===== config.mk =====
export PLATFORM = sky130hd
export DESIGN_NAME = btn_event_arbiter
export DESIGN_NICKNAME = d
export VERILOG_FILES = /design/src/rtl/btn_event_arbiter.sv
export SDC_FILE = /design/constraint.sdc
export NUM_CORES = 1
export LEC_CHECK = 0
export ABC_AREA = 1
export CORE_ASPECT_RATIO = 0.5
export CORE_MARGIN = 5
export CORE_UTILIZATION = 55
export DETAILED_ROUTE_END_ITERATION = 12
export PLACE_DENSITY = 0.87
export SLEW_MARGIN = 20
export SYNTH_ARGS = -nofsm -noshare
export SYNTH_HDL_FRONTEND = slang
export SYNTH_SLANG_ARGS = --single-unit

===== constraint.sdc =====
create_clock -name clk -period 6.7 [get_ports clk]
set_input_delay 0.67 -clock clk [delete_from_list [all_inputs] [get_ports clk]]
set_output_delay 0.67 -clock clk [all_outputs]
set_load 0.02 [all_outputs]

===== src/rtl/btn_event_arbiter.sv =====
// btn_event_arbiter: latches single-cycle button presses, picks pending
// buttons round-robin into a small event FIFO, and drains that FIFO to the
// consumer through a valid/ready handshake. Presses arriving while their
// button is already pending and not being granted are coalesced and counted.
module btn_event_arbiter #(
  parameter int N_BTN = 4,
  parameter int DEPTH = 4,
  parameter int IDW   = $clog2(N_BTN)
) (
  input  logic             clk,
  input  logic             reset_n,
  input  logic [N_BTN-1:0] btn_pulse,
  output logic             evt_valid,
  output logic [IDW-1:0]   evt_id,
  input  logic             evt_ready,
  output logic [N_BTN-1:0] pending,
  output logic [7:0]       drop_cnt,
  output logic             overflow,
  input  logic             stat_clr
);

  localparam int AW = $clog2(DEPTH);
  localparam int CW = AW + 1;

  logic [N_BTN-1:0] pending_q, pending_d;
  logic [N_BTN-1:0] grant_vec;
  logic [IDW-1:0]   rr_q, rr_d;
  logic [IDW-1:0]   grant_id;
  logic             grant_vld;
  logic             push_ok;
  logic             pop;
  logic             coalesce;

  logic [IDW-1:0]   mem_q [DEPTH];
  logic [AW-1:0]    wr_ptr_q, rd_ptr_q;
  logic [CW-1:0]    count_q, count_d;

  logic [7:0]       drop_q;
  logic             ovf_q;

  // Round-robin scan of pending buttons starting at rr_q; first hit wins.
  always_comb begin
    int  idx;
    logic found;
    idx      = 0;
    found    = 1'b0;
    grant_id = '0;
    for (int k = 0; k < N_BTN; k++) begin
      idx = int'(rr_q) + k;
      if (idx >= N_BTN) idx = idx - N_BTN;
      if (!found && pending_q[idx]) begin
        found    = 1'b1;
        grant_id = IDW'(idx);
      end
    end
  end

  assign pop       = evt_valid & evt_ready;
  // A full FIFO still accepts a push when the head leaves in the same cycle.
  assign push_ok   = (count_q < CW'(DEPTH)) | pop;
  assign grant_vld = (|pending_q) & push_ok;
  assign grant_vec = grant_vld ? (N_BTN'(1) << grant_id) : '0;

  // A new press on the granted button re-arms its latch; on any other
  // already-pending button it is folded into the existing latch.
  assign pending_d = (pending_q & ~grant_vec) | btn_pulse;
  assign coalesce  = |(btn_pulse & pending_q & ~grant_vec);

  // Pointer advances past the granted button so it goes to the back of the line.
  always_comb begin
    rr_d = rr_q;
    if (grant_vld) begin
      if (grant_id == IDW'(N_BTN - 1)) rr_d = '0;
      else                             rr_d = grant_id + 1'b1;
    end
  end

  always_comb begin
    count_d = count_q;
    case ({grant_vld, pop})
      2'b10:   count_d = count_q + CW'(1);
      2'b01:   count_d = count_q - CW'(1);
      default: count_d = count_q;
    endcase
  end

  // Pending latches and arbitration pointer.
  always_ff @(posedge clk or negedge reset_n) begin
    if (!reset_n) begin
      pending_q <= '0;
      rr_q      <= '0;
    end else begin
      pending_q <= pending_d;
      rr_q      <= rr_d;
    end
  end

  // Event FIFO storage, pointers and occupancy.
  always_ff @(posedge clk or negedge reset_n) begin
    if (!reset_n) begin
      for (int i = 0; i < DEPTH; i++) mem_q[i] <= '0;
      wr_ptr_q <= '0;
      rd_ptr_q <= '0;
      count_q  <= '0;
    end else begin
      if (grant_vld) begin
        mem_q[wr_ptr_q] <= grant_id;
        wr_ptr_q        <= wr_ptr_q + 1'b1;
      end
      if (pop) rd_ptr_q <= rd_ptr_q + 1'b1;
      count_q <= count_d;
    end
  end

  // Drop statistics; clear wins over a coalesce in the same cycle.
  always_ff @(posedge clk or negedge reset_n) begin
    if (!reset_n) begin
      drop_q <= '0;
      ovf_q  <= 1'b0;
    end else if (stat_clr) begin
      drop_q <= '0;
      ovf_q  <= 1'b0;
    end else if (coalesce) begin
      ovf_q <= 1'b1;
      if (drop_q != 8'hFF) drop_q <= drop_q + 8'd1;
    end
  end

  assign evt_valid = (count_q != '0);
  assign evt_id    = mem_q[rd_ptr_q];
  assign pending   = pending_q;
  assign drop_cnt  = drop_q;
  assign overflow  = ovf_q;

endmodule

==> summary by stage, run 1 <==
Run status
The flow ran to the end, and the final reports show no timing, DRC or antenna violations.

Global routing
The number of antenna violations at the first check in global routing came to 0. The global-route congestion overflow total is 0. The wire length of the first global-routing pass is about 7.5 mm.

The via count of the first global-routing pass was 1648. Entering global routing, the biggest net connects 31 pins. The total global-route track usage is 19.83%.

Floorplan
The die is 95.22 um wide. The die outline area is between 5000 and 6000 um2. The floorplan die height is 52.61 um. The floorplan row count is 15.

The floorplan core area is roughly 3500 um2. The I/O pin total is 24. Once the floorplan was initialized, standard cells occupied between 50 and 60% of the core.

Route
Across all layers, the routed design uses around 1.7k vias. The starting DRC count in detailed routing is 73. The final wirelength is about 4.3 mm. The number of nets with antenna violations after detailed routing is 0. The detailed-route DRC error count is 0. The detailed-route vias per instance is between 5 and 6. The number of detailed-routing iterations run before antenna repair is 4. The wire length per cell is 12.93 um.

Clocking
The number of clock buffers added by TritonCTS is 5. The TritonCTS clock tree is done. Counting every sink on the clock net gives 30.

The post-CTS clock slew at the launch and capture registers of the worst setup and hold paths is 0.06 ns. The number of H-tree branching levels is 2. The later pin in the worst-skew pair is clocked with a latency of 0.28 ns.

The longest clock path from root to sink contains 2 buffers. The number of setup buffers added after CTS is 0. Hold repair after CTS inserted 0 buffers.

In this run the clock root is driven by a sky130_fd_sc_hd__clkbuf_8. Gates resized during post-CTS repair numbered 0.

Yosys
When the netlist entered floorplanning its net count stood at 276. The count of state elements after synthesis is 30. Counting flops with a built-in enable in the synthesized netlist gives 0.

The primary flip-flop cell chosen by synthesis mapping is sky130_fd_sc_hd__dfrtp_1. Summing every instance area after synthesis gives between 1500 and 2000 um2. The distinct cell type count after synthesis is 32. The share of the Yosys chip area taken by registers is 37.59%. The share of flip-flops with an asynchronous set or reset after synthesis is between 90% and 100%. The cell count after synthesis is ~260.

Yosys printed 0 warnings. After synthesis, the mean cell area works out to between 7 and 8 um2.

Min path
The class of the most critical hold timing path is flop to flop.

STA
The worst slack on hold paths is just under 0.5 ns. The final count of pins violating max slew is 0. The total count of hold-check failures in the final report is 0.

The worst clock skew is just over 0.003 ns. In the finished design, the share of the clock period the worst path needs comes to 39.59%. For the pin with the worst max-slew slack, the measured transition is about 0.42 ns.

The number of failing setup endpoints in the final timing report is 0. Subtracting the final worst setup slack from the clock period gives around 2.7 ns. The final setup TNS is 0 ns.

The fmax is 0.3770 GHz. The worst relative slew slack is between 70% and 80%. Setup repair after global routing left no endpoint under its margin.

Critical path
The worst setup path is of the flop to flop kind. The required arrival time at the worst endpoint is slightly below 7 ns. In this run the worst path has a maximum fanout of 9.

The element type at the critical path end is a flop. The arrival time at the worst endpoint is 2.82 ns. The worst setup path is launched from a flop.

Layout
The fraction of layout instances using a drive strength above 1 is a little under an eighth. The antenna cell count is 0. Leaving out filler cells and counting taps, the final layout contains ~340. The commonest non-fill, non-tap cell in the layout is sky130_fd_sc_hd__nand2_1. The number of nets in the finished design is between 300 and 400. The count of filler cells inserted in the layout is ~290.

In the layout the commonest cells are sky130_fd_sc_hd__nand2_1, sky130_fd_sc_hd__nand3_1, sky130_fd_sc_hd__dfrtp_1, sky130_fd_sc_hd__inv_1, sky130_fd_sc_hd__clkdlybuf4s50_1. The finished layout cell area is 2350 um2. Relative to the synthesized area, the layout overhead comes to 17.67%.

Placed design
The total placed instance area is 2271 um2. The half-perimeter wire length of the detailed placement result is about 3.3 mm. In this run the tool buffered the top-level ports with 23 buffer cells. The congestion estimate from routability-driven global placement came to approximately 0.85.

The total instance count after detailed placement is 329.

Power
The post-route total power is about 1.1 mW. The peak supply drop is approximately 200 uV. In this run the power density over the cells is slightly below 500 nW/um2.

For this design the static power due to leakage is around 1.2 nW.

Flow run
Across the run, the number of max-cap violations was 0.
-- per-layer routing --
metal	vias to the layer above	wire (um)	share of wire [%]	track usage, %
met1	823	1952	45	23.38
met3	4	225	5.2	5.022
met4	0	37	0.85	5.981
met2	46	2129	49	35.81
li1	867	-	-	-
met5	-	0	0	0
-- critical path: stages, from the launching register on --
cell and delay [ns]:
sky130_fd_sc_hd__dfrtp_1 0.59, sky130_fd_sc_hd__inv_8 0.08, sky130_fd_sc_hd__nand2_1 0.09, sky130_fd_sc_hd__nand2_2 0.08, sky130_fd_sc_hd__nand2_2 0.08, sky130_fd_sc_hd__nand2_2 0.10, sky130_fd_sc_hd__nor2_8 0.13, sky130_fd_sc_hd__nand3_1 0.10
sky130_fd_sc_hd__nand3_2 0.15, sky130_fd_sc_hd__nand2_2 0.09, sky130_fd_sc_hd__inv_1 0.08, sky130_fd_sc_hd__ha_1 0.15, sky130_fd_sc_hd__nand3_1 0.13, sky130_fd_sc_hd__nand2_1 0.09, sky130_fd_sc_hd__nand2_1 0.12, sky130_fd_sc_hd__nor2_2 0.17
sky130_fd_sc_hd__nand2_2 0.13, sky130_fd_sc_hd__nand3_1 0.11, sky130_fd_sc_hd__nand2_1 0.07
-- report_power, final --
group	total [mW]	switching [mW]	internal, mW	leakage, nW
sequential	0.319	0.0681	0.251	0.367
clock	0.140	0.0705	0.0696	0.0438
combinational	0.672	0.427	0.244	0.824
-- cell usage after synthesis, types with 2 or more instances --
library cell               count  area (um2)
sky130_fd_sc_hd__nand3_1      31       155.2
sky130_fd_sc_hd__nor2_4        2       22.52
sky130_fd_sc_hd__o21bai_1      4       30.03
sky130_fd_sc_hd__xor2_1        5       43.79
sky130_fd_sc_hd__nand3_2       2       20.02
sky130_fd_sc_hd__clkinv_1      2       7.510
sky130_fd_sc_hd__o21ai_0       8       40.04
sky130_fd_sc_hd__inv_1        29       108.9
sky130_fd_sc_hd__nand2_1      76       285.3
sky130_fd_sc_hd__xnor2_1       2       17.52
sky130_fd_sc_hd__o22ai_1       2       12.51
sky130_fd_sc_hd__nor2_1       17       63.81
sky130_fd_sc_hd__a21oi_1       4       20.02
sky130_fd_sc_hd__nand2_2      12       75.07
sky130_fd_sc_hd__a21o_1        2       15.01
sky130_fd_sc_hd__buf_6         2       22.52
sky130_fd_sc_hd__dfrtp_1      30       750.7
sky130_fd_sc_hd__nand4_2       2       25.02
sky130_fd_sc_hd__nor3_1        2       10.01
sky130_fd_sc_hd__nand2_4       2       22.52
sky130_fd_sc_hd__ha_1         10       125.1
-- cells by family after synthesis --
group                      count (synthesis)  synth area share, %
DFF                                       30                37.59
AOI/OAI and AO/OA                         22                7.018
and+or+nand+nor                          151                37.09
buffers and inverters                     36                7.957
xor gates and xnor gates                   7                3.070
adders and majority gates                 11                7.268
-- path summary, 6_finish.rpt --
kind	startpoint	endpoint	slack, ns	cells past startpoint
max in group asynchronous	reset_n	mem_q[4]	5.64	2
min	count_q[0]	count_q[0]	0.48	1
max reg2reg	rr_q[0]	drop_cnt[1]	4.05	18
max	rr_q[0]	drop_cnt[1]	4.05	18
min in group asynchronous	reset_n	pending[3]	0.77	2
min reg2reg	count_q[0]	count_q[0]	0.48	1
-- sequential cells by signal, indices dropped and copies added (netlist names) --
name,count
count_q,3
rd_ptr_q,2
overflow,1
wr_ptr_q,2
rr_q,2
mem_q,8
pending,4
drop_cnt,8
-- area by class of cell --
type,count,area (um2),area share (%)
Clock inverter,2,10.01,0.4260
Timing Repair Buffer,24,237.7,10.12
Tap cell,51,63.81,2.716
Clock buffer,5,68.82,2.929
Sequential cell,30,750.7,31.95
Multi-Input combinational cell,191,1087,46.27
Inverter,33,131.4,5.591
-- metrics by stage --
step	utilization, %	setup WS [ns]
after floorplan	-	4.547
after global placement	65.41	4.143
after detailed placement	65.41	4.065
after CTS	67.68	4.053
after global routing	67.68	3.801
final	67.68	4.047
Power figures use the tool's default switching activity.
==> run 2: changes to the inputs <==
Clock period 6.7 ns to 2.5 ns, I/O delays scaled along.
==> summary by stage, run 2 (synthesis gave the netlist of run 1 again) <==
Route
The wire length per cell is 13.98 um (+8.1%). The detailed-route vias per instance is 5.209 (+0.58%). The detailed-route via count is 1823 (+4.8%).

The detailed-route DRC error count came to 0 (unchanged). The starting DRC count in detailed routing is 95 (+30%). The number of detailed-routing iterations run before antenna repair came to 4 (unchanged). The number of nets with antenna violations after detailed routing is 0 (unchanged). The final wirelength is 4.893 mm (+13%).

Critical path
The arrival time at the worst endpoint came to 2.73 ns (-0.09 ns). By startpoint and endpoint, the worst setup path is classified as flop to flop. The required arrival time at the worst endpoint was 2.72 ns (-4.15 ns).

The worst setup path is launched from a flop. The element type at the critical path end is a flop. The maximum fanout encountered on the critical timing path was 8 (-1).

Clocking
The number of buffers on the longest clock path is 2 (unchanged). The number of H-tree branching levels is 2 (unchanged). The root cell of the clock tree is sky130_fd_sc_hd__clkbuf_8.

TritonCTS built the clock tree. The later-pin clock latency in the skew report is 0.29 ns (about the same). The clock sink total came to 30 (unchanged).

The post-CTS clock slew at the launch and capture registers of the worst setup and hold paths came to 0.06 ns (about the same). The CTS buffer count came to 5 (unchanged).

Global routing
The via count of the first global-routing pass is 1652 (+0.24%). The pin count of the biggest net entering global routing was 31 (unchanged). The number of antenna violations at the first check in global routing is 0 (unchanged). The wire length of the first global-routing pass came to 7.445 mm (-0.55%). The total global-route track usage is 19.50% (-0.33 points). The global-route congestion overflow total was 0 (unchanged).

Run status
The flow ran to the end, but the final reports show violations. The final reports fail on negative setup slack.

Placed design
The placer's final routability congestion estimate is 0.9182 (+8.2%). The total of buffers placed on input and output ports is 23 (unchanged). The half-perimeter wire length of the detailed placement result is 3.300 mm (+0.90%). The worst slack at placement is -0.03622 ns (-4.101 ns).

Min path
In this run the worst hold path is classified as input pin to asynchronous set/reset pin.

Layout
The commonest non-fill, non-tap cell in the layout is sky130_fd_sc_hd__nand2_1. The count of filler cells inserted in the layout was 221 (-23%). The fraction of layout instances using a drive strength above 1 is 27.76% (+16 points). The top cell types in the final layout, fill and taps aside, are sky130_fd_sc_hd__nand2_1, sky130_fd_sc_hd__dfrtp_1, sky130_fd_sc_hd__inv_1, sky130_fd_sc_hd__clkdlybuf4s50_1, sky130_fd_sc_hd__nand3_1.

The final core utilization is 77.80% (+10 points). The antenna cell count was 0 (unchanged). The register area came to 753.2 um2 (+0.33%). The area growth from synthesis to layout is 35.28%. The number of nets in the finished design was 317 (+4.3%). The area occupied by multi-input gates was 1303 um2 (+20%).

Flow run
The max-capacitance violation count came to 0 (unchanged).

Floorplan
The initial core utilization was 57.51% (unchanged). The I/O pin total is 24 (unchanged). The die span in x came to 95.22 um (unchanged). The die outline area is 5009 um2 (unchanged). The floorplan row count is 15 (unchanged). The floorplan die height was 52.61 um (unchanged). The floorplan core area is 3472 um2 (unchanged).

STA
The transition time at the pin with the least slew margin is 0.4354 ns (+0.01566 ns). The part of the cycle the worst path needs was 100.2% (+61 points). The final count of pins violating max slew is 0 (unchanged).

The minimum period implied by the final worst setup slack was 2.505 ns (-0.1478 ns). The final worst slack is -0.004667 ns (-4.052 ns). The fmax is 0.3993 GHz (+5.9%). The total count of hold-check failures in the final report is 0 (unchanged).

The number of failing setup endpoints in the final timing report is 1 (+1). Setup repair after global routing could not meet its margin everywhere. The worst clock skew is 0.007244 ns (+0.004167 ns). The worst relative slew slack is 70.97% (-1.0 points). The worst slack on hold paths is 0.3429 ns (-0.1392 ns). The final setup TNS is -0.004667 ns (-0.004667 ns).

Power
The leakage power figure came to 1.369 nW (+11%). The total power density per cell area came to 1413 nW/um2 (+190%). The peak supply drop is 753.8 uV (+280%). The post-route total power is 3.818 mW (+240%).
==> run 2: cell types whose count changed in the layout (fill, tap and decap cells not counted), sizes merged <==
cell and delta:
buf +13, clkbuf +2, inv -1
==> run 2: layout make-up <==
| class | count | share of cell area [%] |
|---|---|---|
| Multi-Input combinational cell | 191 | 48.22 |
| Sequential cell | 30 | 27.88 |
| Timing Repair Buffer | 37 | 13.02 |
| Inverter | 33 | 5.141 |
| Clock buffer | 7 | 3.196 |
| Tap cell | 51 | 2.362 |
| Clock inverter | 1 | 0.1853 |
==> run 2: metal layers <==
metal  vias to the layer above  part of all wire, %  track usage, %
li1                        901                    -               -
met1                       863                   44           24.91
met3                        10                  4.6           5.882
met4                         0                  1.9           5.502
met2                        49                   49           32.10
met5                         -                    0               0
==> run 2: power breakdown <==
group	total [mW]	internal, mW	switching, mW
clock	0.404	0.222	0.182
combinational	2.57	1.03	1.55
sequential	0.841	0.676	0.165
total	3.82	1.93	1.89
==> run 2: per-stage QoR <==
stage / area [um2] / std cells
finish: 2701 / 350
global route: 2701 / 350
CTS: 2379 / 339
detailed placement: 2286 / 331
global placement: 2286 / 331
floorplan: 1997 / 257
==> run 2: path summary, 6_finish.rpt <==
check	startpoint	endpoint	slack [ns]	cells past startpoint
min	reset_n	drop_cnt[7]	0.34	2
min reg2reg	count_q[0]	count_q[0]	0.48	1
min in group clk	count_q[0]	count_q[0]	0.48	1
max in group asynchronous	reset_n	rr_q[0]	1.85	2
max	rr_q[0]	drop_cnt[6]	-0.005	18
max reg2reg	rr_q[0]	drop_cnt[6]	-0.005	18
==> run 2: worst max-delay path, cell delays in order, from the launching register on <==
cell	delay, ns
sky130_fd_sc_hd__dfrtp_2	0.43
sky130_fd_sc_hd__buf_12	0.15
sky130_fd_sc_hd__clkinv_8	0.07
sky130_fd_sc_hd__nand2_4	0.05
sky130_fd_sc_hd__nand2_2	0.07
sky130_fd_sc_hd__buf_4	0.13
sky130_fd_sc_hd__nand2_1	0.05
sky130_fd_sc_hd__nand2_1	0.18
sky130_fd_sc_hd__nand3_4	0.11
sky130_fd_sc_hd__nand3_4	0.11
sky130_fd_sc_hd__nand2_4	0.07
sky130_fd_sc_hd__inv_1	0.08
sky130_fd_sc_hd__ha_1	0.15
sky130_fd_sc_hd__nand3_1	0.10
sky130_fd_sc_hd__nand2_1	0.13
sky130_fd_sc_hd__nand2_4	0.08
sky130_fd_sc_hd__o21ai_4	0.28
sky130_fd_sc_hd__nand3_1	0.12
sky130_fd_sc_hd__nand2_1	0.09
==> run 2: repair_timing <==
| item | in CTS | in global routing |
|---|---|---|
| pin swaps | 0 | 24 |
| hold buffers | 0 | 0 |
| setup endpoints to repair | 8 | 8 |
| buffers inserted | 0 | 11 |
| resized for setup | 1 | 59 |
==> run 3: changes to the inputs <==
Settings changed: SLEW_MARGIN 20 to 10.
==> results of run 3 <==
Final layout, timing and power as in run 2 (identical DEF).
